$ cat config.mk
export PLATFORM = sky130hd
export DESIGN_NAME = class_feature_loader
export DESIGN_NICKNAME = d
export VERILOG_FILES = /design/src/rtl/class_feature_loader.sv
export SDC_FILE = /design/constraint.sdc
export NUM_CORES = 1
export LEC_CHECK = 0
export BUFFER_PORTS_ARGS = -buffer_cell sky130_fd_sc_hd__buf_2
export CORE_MARGIN = 2
export CORE_UTILIZATION = 47
export CTS_CLUSTER_SIZE = 16
export DETAILED_ROUTE_END_ITERATION = 8
export PLACE_DENSITY = 0.8
export SYNTH_ARGS = -nofsm -noshare
export SYNTH_HDL_FRONTEND = slang
export SYNTH_SLANG_ARGS = --single-unit
$ cat constraint.sdc
create_clock -name clk -period 3.55 [get_ports clk]
set_clock_uncertainty 0.2 [all_clocks]
set_input_delay 0.355 -clock clk [delete_from_list [all_inputs] [get_ports clk]]
set_output_delay 0.355 -clock clk [all_outputs]
set_load 0.01 [all_outputs]
$ cat src/rtl/class_feature_loader.sv
`default_nettype none
// ============================================================================
// Module   : class_feature_loader
// Purpose  : Assembles a byte-stream feature frame into the NBITS-wide vector
//            driven to a bank of combinational decision trees, holds it while
//            the trees settle, then majority-votes the tree outputs and offers
//            one class decision per frame on a valid/ready port.
// Ports    : clk, rst (async, active-high)
//            s_valid/s_ready/s_data/s_last : feature byte stream, LSB byte first
//            feat                          : assembled vector to every tree
//            tree_out                      : one vote bit per tree
//            m_valid/m_ready/m_class       : decision handshake
//            frame_err                     : one-cycle pulse, frame discarded
//            m_votes (optional)            : registered popcount of the votes
// Option   : CLASS_FEATURE_LOADER_VOTE_CNT_EN adds the m_votes output.
// Revision : 1.0 - initial release
// ============================================================================
module class_feature_loader #(
    parameter int NBITS  = 51,
    parameter int NTREES = 7,
    parameter int SETTLE = 2,
    parameter int THRESH = 4
) (
    input  logic              clk,
    input  logic              rst,
    input  logic              s_valid,
    output logic              s_ready,
    input  logic [7:0]        s_data,
    input  logic              s_last,
    output logic [NBITS-1:0]  feat,
    input  logic [NTREES-1:0] tree_out,
    output logic              m_valid,
    input  logic              m_ready,
    output logic              m_class,
    output logic              frame_err
`ifdef CLASS_FEATURE_LOADER_VOTE_CNT_EN
    ,
    output logic [5:0]        m_votes
`endif
);

    localparam int NBYTES = (NBITS + 7) / 8;
    localparam int CW     = $clog2(NBYTES + 1);
    localparam int VW     = $clog2(NTREES + 1);

    typedef enum logic [1:0] {
        ST_LOAD   = 2'd0,
        ST_SETTLE = 2'd1,
        ST_VOTE   = 2'd2,
        ST_HOLD   = 2'd3
    } state_t;

    state_t            r_state;
    state_t            w_state_next;
    logic [CW-1:0]     r_byte_cnt;
    logic [3:0]        r_settle_cnt;
    logic [NBITS-1:0]  w_feat_next;
    logic [VW-1:0]     w_votes;
    logic              w_xfer;
    logic              w_last_pos;
    logic              w_good_end;
    logic              w_bad_end;
    logic              w_settle_done;
    logic              w_handshake;

    // The loader only takes bytes while assembling; this also keeps frames
    // from overlapping while a decision is outstanding.
    assign s_ready       = (r_state == ST_LOAD);
    assign w_xfer        = s_valid & s_ready;
    assign w_last_pos    = (r_byte_cnt == CW'(NBYTES - 1));
    assign w_good_end    = w_xfer & s_last & w_last_pos;
    // s_last on the wrong byte, or the final byte without s_last.
    assign w_bad_end     = w_xfer & (s_last ^ w_last_pos);
    assign w_settle_done = (r_settle_cnt == 4'(SETTLE - 1));
    assign w_handshake   = m_valid & m_ready;

    // Byte k lands on feat[8k+7:8k]; bits above NBITS-1 in the final byte
    // have no destination and are dropped.
    always_comb begin
        w_feat_next = feat;
        for (int b = 0; b < NBITS; b++) begin
            if ((b / 8) == int'(r_byte_cnt)) begin
                w_feat_next[b] = s_data[b % 8];
            end
        end
    end

    always_comb begin
        w_votes = '0;
        for (int t = 0; t < NTREES; t++) begin
            w_votes = w_votes + VW'(tree_out[t]);
        end
    end

    always_ff @(posedge clk or posedge rst) begin
        if (rst) begin
            r_state <= ST_LOAD;
        end else begin
            r_state <= w_state_next;
        end
    end

    always_comb begin
        w_state_next = r_state;
        case (r_state)
            ST_LOAD:   if (w_good_end)    w_state_next = ST_SETTLE;
            ST_SETTLE: if (w_settle_done) w_state_next = ST_VOTE;
            ST_VOTE:                      w_state_next = ST_HOLD;
            ST_HOLD:   if (w_handshake)   w_state_next = ST_LOAD;
            default:                      w_state_next = ST_LOAD;
        endcase
    end

    always_ff @(posedge clk or posedge rst) begin
        if (rst) begin
            r_byte_cnt   <= '0;
            r_settle_cnt <= '0;
            feat         <= '0;
            m_valid      <= 1'b0;
            m_class      <= 1'b0;
            frame_err    <= 1'b0;
`ifdef CLASS_FEATURE_LOADER_VOTE_CNT_EN
            m_votes      <= '0;
`endif
        end else begin
            frame_err <= 1'b0;
            case (r_state)
                ST_LOAD: begin
                    if (w_bad_end) begin
                        frame_err  <= 1'b1;
                        r_byte_cnt <= '0;
                        feat       <= '0;
                    end else if (w_xfer) begin
                        feat         <= w_feat_next;
                        r_byte_cnt   <= w_good_end ? '0 : r_byte_cnt + 1'b1;
                        r_settle_cnt <= '0;
                    end
                end
                ST_SETTLE: begin
                    r_settle_cnt <= r_settle_cnt + 1'b1;
                end
                ST_VOTE: begin
                    m_valid <= 1'b1;
                    m_class <= (w_votes >= VW'(THRESH));
`ifdef CLASS_FEATURE_LOADER_VOTE_CNT_EN
                    m_votes <= 6'(w_votes);
`endif
                end
                ST_HOLD: begin
                    // feat is left alone here; the next frame's byte 0
                    // overwrites it.
                    if (w_handshake) begin
                        m_valid    <= 1'b0;
                        r_byte_cnt <= '0;
                    end
                end
                default: ;
            endcase
        end
    end

endmodule
`default_nettype wire

==> flow_metrics.py <==
metrics = {
    "yosys": {
        "ys_seq_elements": 63,
        "ys.flop_type": "dfrtp_1",
        "synth_cell_types": 43,
        "syn_avg_cell_area_sq_um": 9.655,
        "seq_area_frac_synth_pct": 52.00,
        "syn_inst": 314,
        "synth_edf_count": 0,
        "yosysWarnings": 0,
        "netlist_area_sq_um": 3032,
        "syn-num-nets": 350,
        "async_flop_share_pct": 100.0,
    },
    "global_route": {
        "grt.total_usage_pct": 21.57,
        "overflow": 0,
        "grt_max_degree": 46,
        "grt_pass1_vias": 2596,
        "grt_pass1_wl_mm": 12.15,
        "antenna_found_initial": 0,
    },
    "worst_setup_path": {
        "r2r_end": "feat[16]$_DFFE_PP0P_",
        "crit_start": "r_state[0]$_DFFE_PP0P_",
        "worstPathCellList": "inv_1 -> ha_1 -> nand2_2 -> or3b_1 -> nand2_1 -> o21ai_0",
        "critPathLaunchType": "flop",
        "cp_slowest_cell": "ha_1",
        "cp_num_buf_inv": 1,
        "cpPeakStageDelay_ns": 0.59,
        "rrSetupSlack_ns": 1.07,
        "r2r-start": "r_state[0]$_DFFE_PP0P_",
        "cp.arrival_ns": 2.48,
        "reg2reg_depth": 6,
        "cp.required_ns": 3.55,
        "worstPathMaxFanout": 17,
        "crit_type": "flop to flop",
        "end_kind": "flop",
        "crit_family": "simple AND/OR/NAND/NOR gates",
    },
    "die": {
        "std_cell_rows": 29,
        "die_h_um": 84.32,
        "num_io_pins": 75,
        "die_w_um": 84.32,
        "fp.dieArea_sq_um": 7109,
        "coreArea_sq_um": 6277,
        "start_util_pct": 48.30,
    },
    "layout": {
        "areaGrowthSynthToFinish_pct": 20.59,
        "fin_area_sq_um": 3656,
        "finalNetCount": 427,
        "drive_gt1_share_pct": 26.77,
        "num_antenna_cells": 0,
    },
    "timing": {
        "fmax_mhz": 402.9,
        "fin_crit_ns": 2.482,
        "fin_ws_ns": 1.068,
        "finalSetupViolCount": 0,
        "tightest_slew_ns": 0.9301,
        "tns_ns": 0,
        "relSlewSlack_pct": 37.90,
        "rsz0062_at_grt": "no",
        "finalHoldViolCount": 0,
        "final-max-slew-violation-count": 0,
        "period_share_pct": 69.91,
        "hold_ws_ns": 0.02323,
    },
    "clock_network": {
        "cts_sinks": 63,
        "clkTransAtPathRegs_ns": 0.08,
        "post_cts_resize_count": 0,
        "cts_max_level": 3,
        "cts_root_buf": "clkbuf_8",
        "cts.path.max_buffers": 2,
        "clk_latency_ns": 0.34,
        "cts_tree": "yes",
        "numCtsBuffers": 9,
    },
    "routing": {
        "ant_nets": 0,
        "vias_per_cell": 5.249,
        "drt_iter0_drc": 200,
        "dr.pass1.iters": 4,
        "avgRoutedWirePerCell_um": 14.83,
        "detail_route.wirelength_mm": 7.013,
        "drc": 0,
        "via_count": 2483,
    },
    "power_and_ir_drop": {
        "ir_drop_uv": 352.6,
        "finalPower_mw": 2.587,
        "leakage_nw": 1.928,
        "power.density_nw_per_um2": 707.5,
    },
    "placement": {
        "dp_slack_ns": 1.025,
        "port_buffers": 74,
        "post_dp_cell_area_sq_um": 3440,
        "place_congestion": 0.8085,
        "dpl.hpwl_mm": 5.033,
    },
    "job": {
        "drv_cap": 0,
    },
    "min_path": {
        "min_path_type": "input pin to async pin",
    },
    "status": {
        "status": "finished, final reports clean",
    },
}
[routing by layer]
metal,global-route usage (%),share of wire (%)
met2,34.92,49
met4,8.944,2.1
met5,0,0
met3,6.391,7.1
met1,27.13,42
[how the worst max path moves through the flow]
stage | cells past startpoint | endpoint | slack (ns)
floorplan | 8 | m_class$_DFFE_PP0P_ | 1.22
global placement | 9 | m_class$_DFFE_PP0P_ | 1.08
detailed placement | 9 | m_class$_DFFE_PP0P_ | 1.02
CTS | 6 | feat[16]$_DFFE_PP0P_ | 1.05
global route | 6 | feat[19]$_DFFE_PP0P_ | 0.81
finish | 6 | feat[16]$_DFFE_PP0P_ | 1.07
[flip-flops by register name (all words and copies together) (netlist names)]
register      flops
m_valid           1
feat             51
frame_err         1
r_byte_cnt        3
r_settle_cnt      4
r_state           2
m_class           1
[cell usage in the layout, fill, tap and decap left out, types with 3 or more instances in the layout]
cell | Yosys | routed
o21ai_0 | 9 | 9
mux2i_1 | 9 | 9
nor2_1 | 23 | 23
buf_2 | 4 | 74
a21oi_1 | 34 | 34
nand2_1 | 90 | 90
ha_1 | 14 | 14
buf_4 | 4 | 3
clkbuf_8 | 0 | 10
nand3_1 | 7 | 7
dfrtp_1 | 63 | 63
a22o_1 | 4 | 4
inv_1 | 14 | 13
o41ai_1 | 3 | 3
[metrics by stage]
stage          instances  util (%)
3_5_place_dp         456     54.79
5_1_grt              473     58.24
2_1_floorplan        314         -
3_3_place_gp         456     54.79
6_report             473     58.24
4_1_cts              473     58.24
[cells by family (layout without fill, tap and decap cells)]
kind of cell	Yosys count	count (layout)	share of synthesized area [%]
AOI/OAI and AO/OA	61	61	12.38
buffers and inverters	26	108	4.416
and+or+nand+nor	137	137	20.22
muxes	10	10	3.343
DFF	63	63	52.00
adders and majority gates	16	16	7.099
xor gates and xnor gates	1	1	0.5367
[Yosys cell counts (all sizes together) (2+ instances only)]
cell	instances	share of area, %
nand2b	3	0.87
clkbuf	2	0.29
nand3	8	1.5
inv	14	1.7
dfrtp	63	52
fa	2	1.3
o21ai	10	1.8
nor2b	2	0.41
nand4	3	1.1
ha	14	5.8
buf	10	2.4
o41ai	3	0.87
nand2	91	11
a21oi	34	5.6
a22o	4	1.2
mux2i	9	3.0
a21o	2	0.50
nor2	24	3.2
[final cells by class]
type,instances,area (sq um)
Clock buffer,10,137.6
Clock inverter,6,68.82
Fill cell,545,2621
Inverter,14,52.55
Multi-Input combinational cell,225,1321
Sequential cell,63,1577
Tap cell,77,96.34
Timing Repair Buffer,78,402.9
[report_power, final]
part / internal [mW] / total [mW] / switching, mW
combinational: 0.363 / 0.888 / 0.525
sequential: 0.922 / 1.06 / 0.137
clock: 0.347 / 0.640 / 0.294
total: 1.63 / 2.59 / 0.955
[repair_timing]
| action | 4_1_cts | 5_1_grt |
|---|---|---|
| setup endpoints to repair | 0 | 0 |
| hold buffers | 1 | 0 |
| endpoints found under the hold margin | 1 | 0 |
| setup buffers | 0 | 0 |
Note: power is estimated with default switching activity, not from simulation.
